<file path="config.mk">
export PLATFORM = sky130hd
export DESIGN_NAME = perfect_scanner
export DESIGN_NICKNAME = d
export VERILOG_FILES = /design/src/rtl/perfect_scanner.sv
export SDC_FILE = /design/constraint.sdc
export NUM_CORES = 1
export LEC_CHECK = 0
export ABC_CLOCK_PERIOD_IN_PS = 2300
export BUFFER_PORTS_ARGS = -buffer_cell sky130_fd_sc_hd__buf_4
export CAP_MARGIN = 5
export CORE_ASPECT_RATIO = 0.6
export CORE_MARGIN = 1.5
export CORE_UTILIZATION = 40
export DETAILED_ROUTE_END_ITERATION = 7
export HOLD_SLACK_MARGIN = 0.1
export SLEW_MARGIN = 10
export SYNTH_ARGS = -nofsm -noshare
export SYNTH_HDL_FRONTEND = slang
export SYNTH_SLANG_ARGS = --single-unit
</file>
<file path="constraint.sdc">
create_clock -name clk -period 2.3 [get_ports clk]
set_input_delay 0.46 -clock clk [delete_from_list [all_inputs] [get_ports clk]]
set_output_delay 0.46 -clock clk [all_outputs]
set_load 0.03 [all_outputs]
</file>
<file path="src/rtl/perfect_scanner.sv">
// perfect_scanner: walks candidates lo..hi and drives a perfect-number checker
// through its go/over handshake, reporting each perfect hit.
//
// Ports:
//   clk, rst          clock; synchronous active-low reset
//   start, lo, hi     scan request and inclusive candidate range
//   chk_sw, chk_go    candidate and run request to the checker
//   chk_ans, chk_over checker result and completion flag
//   found_valid/num   one-cycle strobe with the perfect candidate
//   count             saturating hit count for the current/last scan
//   busy, done        scan in progress / scan finished
//   timeout_err       sticky: a candidate was abandoned this scan
module perfect_scanner #(
  parameter int unsigned W       = 16,
  parameter int unsigned CNT_W   = 4,
  parameter int unsigned TIMEOUT = 4096
) (
  input  logic             clk,
  input  logic             rst,
  input  logic             start,
  input  logic [W-1:0]     lo,
  input  logic [W-1:0]     hi,
  output logic [W-1:0]     chk_sw,
  output logic             chk_go,
  input  logic             chk_ans,
  input  logic             chk_over,
  output logic             found_valid,
  output logic [W-1:0]     found_num,
  output logic [CNT_W-1:0] count,
  output logic             busy,
  output logic             done,
  output logic             timeout_err
);

  localparam int unsigned TW = $clog2(TIMEOUT + 1);

  typedef enum logic [2:0] {IDLE, ISSUE, WAIT, RELEASE, FIN} state_t;

  state_t           state, state_n;
  logic [W-1:0]     cur, cur_n, last, last_n;
  logic [TW-1:0]    tmo, tmo_n;
  logic [W-1:0]     chk_sw_n, found_num_n;
  logic             chk_go_n, found_valid_n, busy_n, done_n, timeout_err_n;
  logic [CNT_W-1:0] count_n;

  // State and all registered outputs
  always_ff @(posedge clk) begin
    if (!rst) begin
      state       <= IDLE;
      cur         <= '0;
      last        <= '0;
      tmo         <= '0;
      chk_sw      <= '0;
      chk_go      <= 1'b0;
      found_valid <= 1'b0;
      found_num   <= '0;
      count       <= '0;
      busy        <= 1'b0;
      done        <= 1'b0;
      timeout_err <= 1'b0;
    end else begin
      state       <= state_n;
      cur         <= cur_n;
      last        <= last_n;
      tmo         <= tmo_n;
      chk_sw      <= chk_sw_n;
      chk_go      <= chk_go_n;
      found_valid <= found_valid_n;
      found_num   <= found_num_n;
      count       <= count_n;
      busy        <= busy_n;
      done        <= done_n;
      timeout_err <= timeout_err_n;
    end
  end

  // Next-state and next-output logic
  always_comb begin
    state_n       = state;
    cur_n         = cur;
    last_n        = last;
    tmo_n         = tmo;
    chk_sw_n      = chk_sw;
    chk_go_n      = chk_go;
    found_valid_n = 1'b0;
    found_num_n   = found_num;
    count_n       = count;
    busy_n        = busy;
    done_n        = done;
    timeout_err_n = timeout_err;

    case (state)
      IDLE: begin
        if (start) begin
          cur_n         = lo;
          last_n        = hi;
          count_n       = '0;
          done_n        = 1'b0;
          timeout_err_n = 1'b0;
          if (lo > hi) begin
            state_n = FIN;
          end else begin
            state_n = ISSUE;
            busy_n  = 1'b1;
          end
        end
      end

      ISSUE: begin
        // 0 and 1 are never perfect; step past them without a check
        if (cur < W'(2)) begin
          if (cur == last) begin
            state_n = FIN;
            busy_n  = 1'b0;
          end else begin
            cur_n = cur + W'(1);
          end
        end else begin
          chk_sw_n = cur;
          chk_go_n = 1'b1;
          tmo_n    = '0;
          state_n  = WAIT;
        end
      end

      WAIT: begin
        if (chk_over) begin
          if (chk_ans) begin
            found_valid_n = 1'b1;
            found_num_n   = cur;
            if (count != {CNT_W{1'b1}}) count_n = count + CNT_W'(1);
          end
          chk_go_n = 1'b0;
          state_n  = RELEASE;
        end else if (tmo == TW'(TIMEOUT - 1)) begin
          timeout_err_n = 1'b1;
          chk_go_n      = 1'b0;
          state_n       = RELEASE;
        end else begin
          tmo_n = tmo + TW'(1);
        end
      end

      RELEASE: begin
        // Hold go low until the checker has dropped over (re-armed)
        if (!chk_over) begin
          if (cur == last) begin
            state_n = FIN;
            busy_n  = 1'b0;
          end else begin
            cur_n   = cur + W'(1);
            state_n = ISSUE;
          end
        end
      end

      FIN: begin
        done_n  = 1'b1;
        busy_n  = 1'b0;
        state_n = IDLE;
      end

      default: state_n = IDLE;
    endcase
  end

endmodule

</file>
---- Yosys cells after proc, flatten, opt, wreduce, memory -nomap -nowiden ----
Index checks and enable logic that the tools add are counted.
operators by class
  add/sub/neg operators ................... 3
  order comparisons ....................... 2
  eq/ne operators ......................... 20
  multiplexer cells ....................... 39
  bitwise logic cells ..................... 1
  reductions and logical operators ........ 18
operators with widths
  kind                                                  number
  2-to-1 mux 16 bit                                     4
  case mux 16 bit (3 select lines)                      1
  2-to-1 mux 13 bit                                     3
  case mux 13 bit (2 select lines)                      1
  2-to-1 mux 3 bit                                      8
  != test 2 bit (second input constant)                 11
  adder 16 x 1 -> 16 bit (second input constant)        1
  == test 16 bit                                        1
  > comparator 16 bit                                   1
  < comparator 16 x 2 -> 1 bit (second input constant)  1
  2-to-1 mux 4 bit                                      4
  AND reduction 4 bit                                   4
  adder 13 x 1 -> 13 bit (second input constant)        1
  == test 13 x 12 -> 1 bit (second input constant)      1
  2-to-1 mux 1 bit                                      12
  case mux 3 bit (4 select lines)                       1
  AND reduction 5 bit                                   2
  AND reduction 3 bit                                   3
  case mux 4 bit (2 select lines)                       1
  == test 3 x 2 -> 1 bit (second input constant)        2
  != test 3 bit (second input constant)                 2
  case mux 1 bit (2 select lines)                       3
  AND reduction 2 bit                                   3
  nonzero test 2 bit                                    3
  other kinds (9)                                       9
storage, ports and cells
  bits in registers ....................... 89
  word-level logic and storage cells ...... 95

---- Longest topological paths before layout ----
Gate-level depths: netlist (run 1).
  word-level depth ........................ 5
  gate-level depth with buffers ........... 9

---- Worst setup path after synthesis (run 1) ----
Ideal clock, no wire load.
  kind .................................... input to register
  start point ............................. input hi[1]
  end point ............................... register busy
  setup time .............................. 0.072 ns
  arrival ................................. 2.016 ns
  path slack .............................. 0.212 ns
  stages .................................. 8
  path through ............................ inv_1 ha_1 nor2b_1 o211ai_1 a21boi_0 o41a_1 a221oi_1 mux2i_1
between the ends
  cells in the longest elaborated chain, start to end .. 3
RTL lines
  element                               RTL line  source
  start: declaration                    22        input logic [W-1:0] hi,
  > comparator 16 bit                   100       if (lo > hi) begin
  != test 2 bit (no source line)        --
  AND reduction 5 bit (no source line)  --
  end signal: assignment                71        busy <= busy_n;
  end: declaration                      30        output logic busy,
No other way between the ends.
A chain may end at the register's enable or synchronous reset.

---- Worst setup path in the final report (run 1) ----
  start point ............................. register cur[9]
  end point ............................... register cur[8]
between the ends
  cells in the longest elaborated chain, start to end .. 4
  elaborated cells on any way between the ends .. 8
RTL lines
  element                                                                               RTL line  source
  start: declaration                                                                    40        logic [W-1:0] cur, cur_n, last, last_n;
  start signal: assignment                                                              63        cur <= cur_n;
  parallel branches: the longest is 4 deep, another holds < comparator 16 x 2 -> 1 bit  --
Several ways; the timed one is not identified. The select of a mux whose other input is x is not followed.

==> impl_results.md, run 1 <==
- Register area share after synthesis: 37.4%
- GRT Total Usage: 22.3%
- Global route overflow: 0
- Hold/Removal Path Class: in2reg
- Fraction of the mapped netlist area in compound gates: 20.8%
- Length of the first detailed-routing pass in iterations: 6
- Area fraction in and, or, nand and nor cells after synthesis: 25.8%
- Relative area change from synthesis to final layout: 24.4%
- IO Port Bufs: 77
- Ratio of routed vias to standard cells: 5.34
- Worst setup path startpoint: cur[9]$_SDFFE_PN0P_
- Clk root buf: sky130_fd_sc_hd__clkbuf_16
- Beginning of the worst register-to-register path: cur[9]$_SDFFE_PN0P_
- Largest family of logic cells by synthesized area: simple AND/OR/NAND/NOR gates
- Floorplan core area: 11400 um2
- Post-Synthesis Mean Instance Area: 7.95 um2
- Peak per-stage delay on the critical path: 0.58 ns
- Number of diodes: 0
- Die width: 144 um
- Row Count: 30
- Antenna violation net count after detailed routing: 0
- Primary flip-flop cell chosen by synthesis mapping: sky130_fd_sc_hd__dfxtp_1
- Beginning of the worst hold path: hi[3]
- Number of failing setup endpoints in the final timing report: 0
- Number of DRC markers after the initial detailed-route iteration: 346
- Die Y: 87.6 um
- Slew Limit Headroom: 59.3%
- Routed len/inst: 16.3 um
- Number of top-level pins: 78
- Fraction of synthesis flops using an asynchronous set or reset pin: 0%
- Final cell count without fillers: 842
- Final core occ: 51.8%
- Yosys Warn Count: 0
- Biggest fanout along the worst timing path: 27
- Number of clock sinks: 89
- H-tree level count: 3
- Setup TNS: 0 ns
- Die area: 12600 um2
- Type of the worst setup path: reg2reg
- Run status: finished clean
- Antenna violations before repair: 0
- Register clock-pin slew on the reported worst setup and hold paths: 0.07 ns
- Gate count of the mapped netlist: 600
- Number of global-route vias before repair: 4038
- Worst hold path stage count: 3
- Hold buffer count at cts: 0
- Share of post-route cells with drive strength above 1: 21.4%
- Worst hold margin: 0.381 ns
- Clock tree from TritonCTS: done
- Clock buffers created by TritonCTS: 9
- Unique cell type count in the Yosys netlist: 59
- Standard cell with the maximum stage delay on the critical path: sky130_fd_sc_hd__dfxtp_1
- Areal power density over the cells: 911 nW/um2
- Max Fclk: 0.459 GHz
- Largest net degree at the start of global routing: 36
- Final Max Slew Viols: 0
- Multiplexer fraction of the synthesized cell area: 0.630%
- Initial standard-cell utilization of the core: 41.7%
- Layout net count: 733
- Worst clock skew on the final layout: 0.00752 ns
- Wire length after detailed routing: 13.7 mm
- Post-synthesis sequential element count: 89
- Final period util: 94.8%
- Dpl cells: 826
- Number of vias in the routed layout: 4494
- Sequence of cells on the critical path: xor2_1 > nor4_1 > nand4_1 > a31oi_2 > buf_12 > nor2_1 > o221a_2
- Wire length of the first global-routing pass: 21.4 mm
- Area share of fa/ha/maj cells after synthesis: 4.99%
- R2R Setup Slk: 0.12 ns
- Leakage: 2.44 nW
- Placer's final routability congestion estimate: 0.864
- Fin crit period: 2.18 ns
- Xor and xnor area share after synthesis: 4.59%
- Post-synthesis cell area: 4770 um2
- Leading cell type in the layout, fill and taps excluded: sky130_fd_sc_hd__nand2_1
- Bufs on Longest Clock Path: 2
- Transition at the pin with the smallest max-transition slack: 0.610 ns
- Number of cells on the worst reg-to-reg path: 7
- Worst ir drop on vdd: 0.000444 V
- Synthesized net count: 656
- Most frequent cells in the layout: sky130_fd_sc_hd__nand2_1, sky130_fd_sc_hd__buf_4, sky130_fd_sc_hd__dfxtp_1
- DR DRC count: 0
- EDFF count, synth: 0
- Final number of hold-violating endpoints: 0
- Detailed-placement wirelength estimate: 10.4 mm
- RSZ-0062 raised after global routing: false
- Later-pin clock latency in the skew report: 0.34 ns
- Crit path required time: 2.54 ns
- Type of origin of the critical path: flip-flop
- Max-cap violations: 0
- Worst EP arrival: 2.42 ns
- Type of element capturing the critical path: flip-flop
-- sequential cells by signal, summed over array words and instances (netlist names) --
name / flops
busy: 1
chk_go: 1
chk_sw: 16
count: 4
cur: 16
done: 1
found_num: 16
found_valid: 1
last: 16
state: 3
timeout_err: 1
tmo: 13
-- layout make-up --
| cell class | count | area (um2) |
|---|---|---|
| multi-input combinational | 446 | 2730 |
| timing repair buffer | 111 | 846 |
| sequential | 89 | 1780 |
| fill | 1102 | 5520 |
| clock inverter | 7 | 70.1 |
| inverter | 20 | 75.1 |
| tap | 160 | 200 |
| clock buffer | 9 | 225 |
-- stage by stage --
stage	power (mW)	area [um2]	worst slack (ns)
after detailed placement	3.92	5620	-0.0539
after floorplan	3.21	4770	0.212
after global placement	3.89	5620	0.00291
after CTS	5.38	5920	0.0784
after global routing	5.71	5930	0.0349
final	5.40	5930	0.121
-- cells by family after synthesis --
kind of cell,Yosys count
AND/OR/NAND/NOR,258
AO/OA/AOI/OAI,141
flip-flops,89
buffers and inverters,65
XOR/XNOR,25
adder cells (fa/ha/maj),19
multiplexers,3
-- Yosys cell counts (all sizes together), types with 2 or more instances --
library cell | instances | share of area [%]
inv | 20 | 1.6
nor2b | 6 | 0.79
nor3 | 12 | 1.3
a41oi | 2 | 0.52
a21boi | 50 | 7.9
nand2 | 141 | 11
or2 | 4 | 0.52
nand4 | 11 | 1.4
and4 | 5 | 0.92
and3 | 3 | 0.39
ha | 19 | 5.0
nand3 | 19 | 2.0
nor2 | 28 | 2.3
xor2 | 19 | 3.5
a211oi | 3 | 0.47
nand2b | 3 | 0.39
o21ai | 17 | 1.8
o211ai | 6 | 0.94
mux2i | 3 | 0.63
a31oi | 8 | 1.4
buf | 17 | 2.0
or3 | 3 | 0.39
nor4 | 10 | 2.2
o31ai | 8 | 1.3
o22ai | 4 | 0.52
a21oi | 27 | 3.1
and2 | 6 | 0.79
a21o | 3 | 0.47
a22oi | 2 | 0.31
dfxtp | 89 | 37
o221a | 2 | 0.47
xnor2 | 6 | 1.1
nor3b | 4 | 0.73
clkbuf | 28 | 2.2
-- worst max-delay path, delay by kind of cell (launching register included) --
family / cells / cell delay, ns
xor gates and xnor gates: 1 / 0.17
and+or+nand+nor: 3 / 0.63
DFF: 1 / 0.58
AOI/OAI and AO/OA: 2 / 0.50
buffers and inverters: 1 / 0.20
-- worst paths after layout --
kind | endpoint
worst min register to register | found_num[15]$_SDFFE_PN0P_
worst max-delay path | cur[8]$_SDFFE_PN0P_
worst max register to register | cur[8]$_SDFFE_PN0P_
worst min-delay path | last[3]$_SDFFE_PN0P_
-- metal layers --
| layer | routed length, um | global-route usage [%] | vias up |
|---|---|---|---|
| met4 | 61 | 4.92 | 0 |
| met2 | 5180 | 28.8 | 159 |
| met5 | 0 | 0 | - |
| met3 | 1180 | 7.11 | 8 |
| met1 | 7280 | 34.9 | 2090 |
| li1 | - | - | 2237 |
-- report_power, final --
group	total (mW)	internal (mW)	leakage, nW	switching (mW)
combinational	1.91	0.779	1.57	1.13
sequential	2.02	1.73	0.723	0.290
clock	1.47	0.769	0.144	0.700
total	5.40	3.28	2.44	2.12
-- what timing repair did --
action | CTS | global route
resized for setup | 0 | 4
endpoints found under the setup margin | 0 | 6
setup buffers | 0 | 0
(Power assumes the default switching activity.)
==> run 2: changes to the inputs <==
--- a/config.mk
+++ b/config.mk
@@ -10,7 +10,7 @@
 export CAP_MARGIN = 5
 export CORE_ASPECT_RATIO = 0.6
 export CORE_MARGIN = 1.5
-export CORE_UTILIZATION = 40
+export CORE_UTILIZATION = 30
 export DETAILED_ROUTE_END_ITERATION = 7
 export HOLD_SLACK_MARGIN = 0.1
 export SLEW_MARGIN = 10
==> run 2 against run 1 <==
Final area up 3.2%. Register-to-register slack better by 0.02 ns. Largest power group unchanged. Maximum frequency up 0.92%. Setup slack better by 0.020 ns. Clock power up 5%. Sequential power about the same. Hold slack better by 0.010 ns. Routed wire length up 1.7%. Highest routed layer unchanged. Via count unchanged. Core utilization down 12 points. Combinational power up 2%.
==> impl_results.md, run 2 (synthesis results as in run 1) <==
- R2R Setup Slk: 0.14 ns (was 0.12 ns)
- Most frequent cells in the layout: sky130_fd_sc_hd__nand2_1, sky130_fd_sc_hd__buf_4, sky130_fd_sc_hd__dfxtp_1 (unchanged)
- Max-cap violations: 0 (unchanged)
- Global route overflow: 0 (unchanged)
- Total Power Consumption: 5.51 mW (was 5.40 mW)
- Die Y: 101 um (was 87.6 um)
- IO Port Bufs: 77 (unchanged)
- Hold/Removal Path Class: in2reg (unchanged)
- Die area: 16700 um2 (was 12600 um2)
- Worst clock skew on the final layout: 0.00559 ns (was 0.00752 ns)
- Worst hold margin: 0.391 ns (was 0.381 ns)
- GRT Total Usage: 17.3% (was 22.3%)
- Detailed-placement wirelength estimate: 10.6 mm (was 10.4 mm)
- DR DRC count: 0 (unchanged)
- Worst hold path stage count: 3 (unchanged)
- Critical path's top delay family: simple AND/OR/NAND/NOR gates (unchanged)
- Total setup buffers inserted after CTS: 0 (unchanged)
- Clk root buf: sky130_fd_sc_hd__clkbuf_16 (unchanged)
- Total buffers and inverters traversed by the critical path: 1 (unchanged)
- Peak per-stage delay on the critical path: 0.51 ns (was 0.58 ns)
- RSZ-0062 raised after global routing: false (unchanged)
- Number of vias in the routed layout: 4494 (unchanged)
- Max Fclk: 0.463 GHz (was 0.459 GHz)
- Biggest fanout along the worst timing path: 26 (was 27)
- Transition at the pin with the smallest max-transition slack: 0.534 ns (was 0.610 ns)
- Type of the worst setup path: reg2reg (unchanged)
- Largest net degree at the start of global routing: 39 (was 36)
- Layout net count: 751 (was 733)
- Final number of hold-violating endpoints: 0 (unchanged)
- Leakage: 2.53 nW (was 2.44 nW)
- Standard cell with the maximum stage delay on the critical path: sky130_fd_sc_hd__dfxtp_1 (unchanged)
- Number of top-level pins: 78 (unchanged)
- Later-pin clock latency in the skew report: 0.34 ns (about the same)
- Number of global-route vias before repair: 4121 (was 4038)
- Length of the first detailed-routing pass in iterations: 4 (was 6)
- Ratio of routed vias to standard cells: 4.98 (was 5.34)
- Row Count: 35 (was 30)
- H-tree level count: 3 (unchanged)
- Fin crit period: 2.16 ns (was 2.18 ns)
- Sequence of cells on the critical path: xor2_1 > nor4_1 > nand4_1 > a31oi_2 > buf_12 > nor2_1 > o221a_2 (unchanged)
- Clock tree from TritonCTS: done (unchanged)
- Type of element capturing the critical path: flip-flop (unchanged)
- Floorplan core area: 15500 um2 (was 11400 um2)
- Type of origin of the critical path: flip-flop (unchanged)
- Register clock-pin slew on the reported worst setup and hold paths: 0.07 ns (about the same)
- Share of post-route cells with drive strength above 1: 23.0% (was 21.4%)
- Routed len/inst: 15.4 um (was 16.3 um)
- Post-layout worst setup margin: 0.141 ns (was 0.121 ns)
- Number of gates resized after CTS: 0 (unchanged)
- Bufs on Longest Clock Path: 2 (unchanged)
- Hold path endpoint: last[2]$_SDFFE_PN0P_ (was last[3]$_SDFFE_PN0P_)
- Final Max Slew Viols: 0 (unchanged)
- Number of DRC markers after the initial detailed-route iteration: 519 (was 346)
- Run status: finished clean (unchanged)
- Clock buffers created by TritonCTS: 9 (unchanged)
- Slew Limit Headroom: 63.5% (was 59.3%)
- Initial standard-cell utilization of the core: 30.8% (was 41.7%)
- End of the worst register-to-register path: cur[8]$_SDFFE_PN0P_ (unchanged)
- Placer's final routability congestion estimate: 0.865 (was 0.864)
- Beginning of the worst register-to-register path: cur[4]$_SDFFE_PN0P_ (was cur[9]$_SDFFE_PN0P_)
- Wire length after detailed routing: 13.9 mm (was 13.7 mm)
- Antenna violation net count after detailed routing: 0 (unchanged)
- Final core occ: 39.6% (was 51.8%)
- Number of diodes: 0 (unchanged)
- Worst slack, placed: -0.111 ns (was -0.0539 ns)
- Setup TNS: 0 ns (unchanged)
- Final period util: 93.9% (was 94.8%)
- Crit path required time: 2.53 ns (was 2.54 ns)
- Beginning of the worst hold path: hi[2] (was hi[3])
- Relative area change from synthesis to final layout: 28.4% (was 24.4%)
- Worst ir drop on vdd: 0.000461 V (was 0.000444 V)
- Die width: 166 um (was 144 um)
- Number of clock sinks: 89 (unchanged)
- Worst EP arrival: 2.39 ns (was 2.42 ns)
- Areal power density over the cells: 899 nW/um2 (was 911 nW/um2)
- Leading cell type in the layout, fill and taps excluded: sky130_fd_sc_hd__nand2_1 (unchanged)
- Hold buffer count at cts: 0 (unchanged)
- Antenna violations before repair: 0 (unchanged)
- Number of failing setup endpoints in the final timing report: 0 (unchanged)
- Wire length of the first global-routing pass: 22.8 mm (was 21.4 mm)
- Number of cells on the worst reg-to-reg path: 7 (unchanged)
==> run 2: layout make-up <==
cell class | count | area, um2
clock buffers | 10 | 239
clock inverters | 6 | 72.6
fillers | 1588 | 9340
inverters | 20 | 75.1
multi-input cells | 446 | 2720
flip-flops and latches | 89 | 1780
well taps | 203 | 254
repair buffers | 129 | 981
==> run 2: power breakdown <==
part           internal, mW  switching [mW]  total (mW)
logic                 0.809            1.14        1.95
registers              1.73           0.275        2.01
clock network         0.889           0.665        1.55
==> run 2: layer usage <==
layer	global-route usage [%]	wire (um)	vias up
met4	3.05	68	0
li1	-	-	2269
met5	0	0	-
met1	28.7	8140	2077
met3	3.97	954	5
met2	21.3	4780	143
==> run 2: worst reg2reg max path, delay by kind of cell, from the launching register on <==
kind	cells	cell delay (ns)
and+or+nand+nor	3	0.71
DFF	1	0.51
AOI/OAI and AO/OA	2	0.51
xor gates and xnor gates	1	0.11
buffers and inverters	1	0.20
==> run 2: worst max path at each step <==
stage,from,endpoint,slack [ns],depth (start not counted)
after floorplan,hi[1],busy$_SDFFE_PN0P_,0.21,8
after global placement,lo[9],busy$_SDFFE_PN0P_,-0.05,8
after detailed placement,lo[9],busy$_SDFFE_PN0P_,-0.11,8
after CTS,cur[4]$_SDFFE_PN0P_,cur[8]$_SDFFE_PN0P_,0.17,7
after global routing,cur[7]$_SDFFE_PN0P_,cur[0]$_SDFFE_PN0P_,0.009,8
final,cur[4]$_SDFFE_PN0P_,cur[8]$_SDFFE_PN0P_,0.14,7
==> run 2: through the flow <==
step | cell area [um2] | instances
global placement | 5810 | 887
finish | 6120 | 903
global route | 6120 | 903
floorplan | 4770 | 600
CTS | 6120 | 903
detailed placement | 5810 | 887
==> run 3: changes to the inputs <==
--- a/config.mk
+++ b/config.mk
@@ -5,7 +5,7 @@
 export SDC_FILE = /design/constraint.sdc
 export NUM_CORES = 1
 export LEC_CHECK = 0
-export ABC_CLOCK_PERIOD_IN_PS = 2300
+export ABC_CLOCK_PERIOD_IN_PS = 2200
 export BUFFER_PORTS_ARGS = -buffer_cell sky130_fd_sc_hd__buf_4
 export CAP_MARGIN = 5
 export CORE_ASPECT_RATIO = 0.6
==> constraint.sdc (replaced) <==
create_clock -name clk -period 2.2 [get_ports clk]
set_input_delay 0.44 -clock clk [delete_from_list [all_inputs] [get_ports clk]]
set_output_delay 0.44 -clock clk [all_outputs]
set_load 0.03 [all_outputs]
==> run 3 against run 2 <==
Total power is 7.4% higher. Hold slack lost 0.026 ns. Non-clock buffer count rose by 15. Highest routed layer unchanged.
==> impl_results.md, run 3 (synthesis results as in run 1) <==
- Worst setup path startpoint: cur[8]$_SDFFE_PN0P_ (was cur[4]$_SDFFE_PN0P_)
- Beginning of the worst register-to-register path: cur[8]$_SDFFE_PN0P_ (was cur[4]$_SDFFE_PN0P_)
- Share of post-route cells with drive strength above 1: 25.5% (was 23.0%)
- IO Port Bufs: 77 (unchanged)
- Ratio of routed vias to standard cells: 4.98 (about the same)
- Die Y: 101 um (unchanged)
- Total Power Consumption: 5.91 mW (was 5.51 mW)
- Worst hold margin: 0.365 ns (was 0.391 ns)
- Initial standard-cell utilization of the core: 30.8% (unchanged)
- Fin crit period: 2.09 ns (was 2.16 ns)
- DR DRC count: 0 (unchanged)
- Worst slack, placed: -0.194 ns (was -0.111 ns)
- Later-pin clock latency in the skew report: 0.34 ns (about the same)
- Biggest fanout along the worst timing path: 5 (was 26)
- Type of element capturing the critical path: flip-flop (unchanged)
- Crit path required time: 2.47 ns (was 2.53 ns)
- Final core occ: 40.6% (was 39.6%)
- Global route hottest layer: met1 (unchanged)
- Die width: 166 um (unchanged)
- Final Max Slew Viols: 0 (unchanged)
- Largest net degree at the start of global routing: 39 (unchanged)
- Final number of hold-violating endpoints: 0 (unchanged)
- Antenna violation net count after detailed routing: 0 (unchanged)
- Final period util: 94.9% (was 93.9%)
- Total setup buffers inserted after CTS: 0 (unchanged)
- Placer's final routability congestion estimate: 0.850 (was 0.865)
- Post-placement cell area: 5940 um2 (was 5810 um2)
- Number of vias in the routed layout: 4575 (was 4494)
- Number of cells on the worst reg-to-reg path: 7 (unchanged)
- Die area: 16700 um2 (unchanged)
- Row Count: 35 (unchanged)
- Number of DRC markers after the initial detailed-route iteration: 384 (was 519)
- Areal power density over the cells: 942 nW/um2 (was 899 nW/um2)
- Last element of the critical path: busy$_SDFFE_PN0P_ (was cur[8]$_SDFFE_PN0P_)
- R2R Setup Slk: 0.11 ns (was 0.14 ns)
- End of the worst register-to-register path: busy$_SDFFE_PN0P_ (was cur[8]$_SDFFE_PN0P_)
- Standard cell with the maximum stage delay on the critical path: sky130_fd_sc_hd__dfxtp_1 (unchanged)
- Floorplan core area: 15500 um2 (unchanged)
- # fillers: 1610 (was 1588)
- Global route overflow: 0 (unchanged)
- Register clock-pin slew on the reported worst setup and hold paths: 0.07 ns (about the same)
- Slew Limit Headroom: 54.2% (was 63.5%)
- Met2 Track Usage GR: 22.6% (was 21.3%)
- Worst EP arrival: 2.36 ns (was 2.39 ns)
- Type of origin of the critical path: flip-flop (unchanged)
- Bufs on Longest Clock Path: 2 (unchanged)
- Worst ir drop on vdd: 0.000436 V (was 0.000461 V)
- Leakage: 2.61 nW (was 2.53 nW)
- Leading cell type in the layout, fill and taps excluded: sky130_fd_sc_hd__buf_4 (was sky130_fd_sc_hd__nand2_1)
- Number of diodes: 0 (unchanged)
- Number of global-route vias before repair: 4203 (was 4121)
- M1 GR Usage: 28.9% (was 28.7%)
- H-tree level count: 3 (unchanged)
- Sequence of cells on the critical path: buf_4 > nor4_4 > nand4_1 > or2_2 > a21o_1 > a221oi_1 > mux2i_1 (was xor2_1 > nor4_1 > nand4_1 > a31oi_2 > buf_12 > nor2_1 > o221a_2)
- Wire length of the first global-routing pass: 23.1 mm (was 22.8 mm)
- Routing usage on met3: 4.63% (was 3.97%)
- Final cell count without fillers: 918 (was 903)
- Number of failing setup endpoints in the final timing report: 0 (unchanged)
- Number of clock sinks: 89 (unchanged)
- Setup TNS: 0 ns (unchanged)
- Wire length after detailed routing: 14.3 mm (was 13.9 mm)
- Antenna violations before repair: 0 (unchanged)
- Type of the worst setup path: reg2reg (unchanged)
- Most frequent cells in the layout: sky130_fd_sc_hd__buf_4, sky130_fd_sc_hd__nand2_1, sky130_fd_sc_hd__dfxtp_1 (was sky130_fd_sc_hd__nand2_1, sky130_fd_sc_hd__buf_4, sky130_fd_sc_hd__dfxtp_1)
- Number of top-level pins: 78 (unchanged)
- Routed len/inst: 15.6 um (was 15.4 um)
- Dpl cells: 902 (was 887)
- Max-cap violations: 0 (unchanged)
- Length of the first detailed-routing pass in iterations: 5 (was 4)
- Clock tree from TritonCTS: done (unchanged)
- Layout net count: 766 (was 751)
- Clk root buf: sky130_fd_sc_hd__clkbuf_16 (unchanged)
- Transition at the pin with the smallest max-transition slack: 0.670 ns (was 0.534 ns)
- Clock buffers created by TritonCTS: 9 (unchanged)
- Relative area change from synthesis to final layout: 31.6% (was 28.4%)
- Peak per-stage delay on the critical path: 0.36 ns (was 0.51 ns)
- Max Fclk: 0.479 GHz (was 0.463 GHz)
- Worst clock skew on the final layout: 0.00908 ns (was 0.00559 ns)
- Total non-filler cell area in the finished layout: 6280 um2 (was 6120 um2)
- GRT Total Usage: 17.8% (was 17.3%)
- RSZ-0062 raised after global routing: false (unchanged)
- Run status: finished clean (unchanged)
- Detailed-placement wirelength estimate: 10.9 mm (was 10.6 mm)
- Post-layout worst setup margin: 0.112 ns (was 0.141 ns)
- Hold/Removal Path Class: in2reg (unchanged)
==> run 3: area by class of cell <==
type	instances	area, um2	share of cell area [%]
multi-input cells	446	2750	43.8
flip-flops and latches	89	1790	28.4
repair buffers	144	1110	17.6
well taps	203	254	4.05
clock buffers	10	229	3.65
clock inverters	6	76.3	1.22
inverters	20	75.1	1.20
==> run 3: worst max-delay path: cells and delay by family, from the launching register on <==
| kind | cells | cell delay (ns) |
|---|---|---|
| AND/OR/NAND/NOR | 3 | 0.72 |
| AO/OA/AOI/OAI | 2 | 0.52 |
| flip-flops | 1 | 0.36 |
| multiplexers | 1 | 0.22 |
| buffers and inverters | 1 | 0.18 |
==> run 3: routing by layer <==
metal | up-vias | share of wire [%] | wire [um]
met5 | - | 0 | 0
met1 | 2099 | 56 | 8100
met4 | 0 | 0.43 | 62
met3 | 12 | 7.7 | 1110
met2 | 161 | 35 | 5080
li1 | 2303 | - | -
==> run 3: repair_timing <==
item,in CTS,in global routing
resized for setup,0,8
hold buffers,0,0
endpoints found under the hold margin,0,0
endpoints found under the setup margin,0,12
==> run 3: report_power, final <==
part           internal, mW  switching [mW]  total (mW)  leakage (nW)
Clock                 0.899           0.685        1.58         0.143
Combinational         0.956            1.32        2.28          1.74
Sequential             1.82           0.236        2.05         0.724
Total                  3.67            2.24        5.91          2.61
==> run 3: worst min-delay path by stage <==
| stage | start | endpoint | slack (ns) | cells after the start |
|---|---|---|---|---|
| 6_report | hi[2] | last[2]$_SDFFE_PN0P_ | 0.36 | 3 |
| 5_1_grt | hi[8] | last[8]$_SDFFE_PN0P_ | 0.38 | 3 |
| 4_1_cts | hi[8] | last[8]$_SDFFE_PN0P_ | 0.36 | 3 |
| 3_5_place_dp | found_num[9]$_SDFFE_PN0P_ | found_num[9]$_SDFFE_PN0P_ | 0.46 | 2 |
| 3_3_place_gp | found_num[11]$_SDFFE_PN0P_ | found_num[11]$_SDFFE_PN0P_ | 0.46 | 2 |
| 2_1_floorplan | tmo[6]$_SDFFE_PN0P_ | tmo[6]$_SDFFE_PN0P_ | 0.44 | 1 |
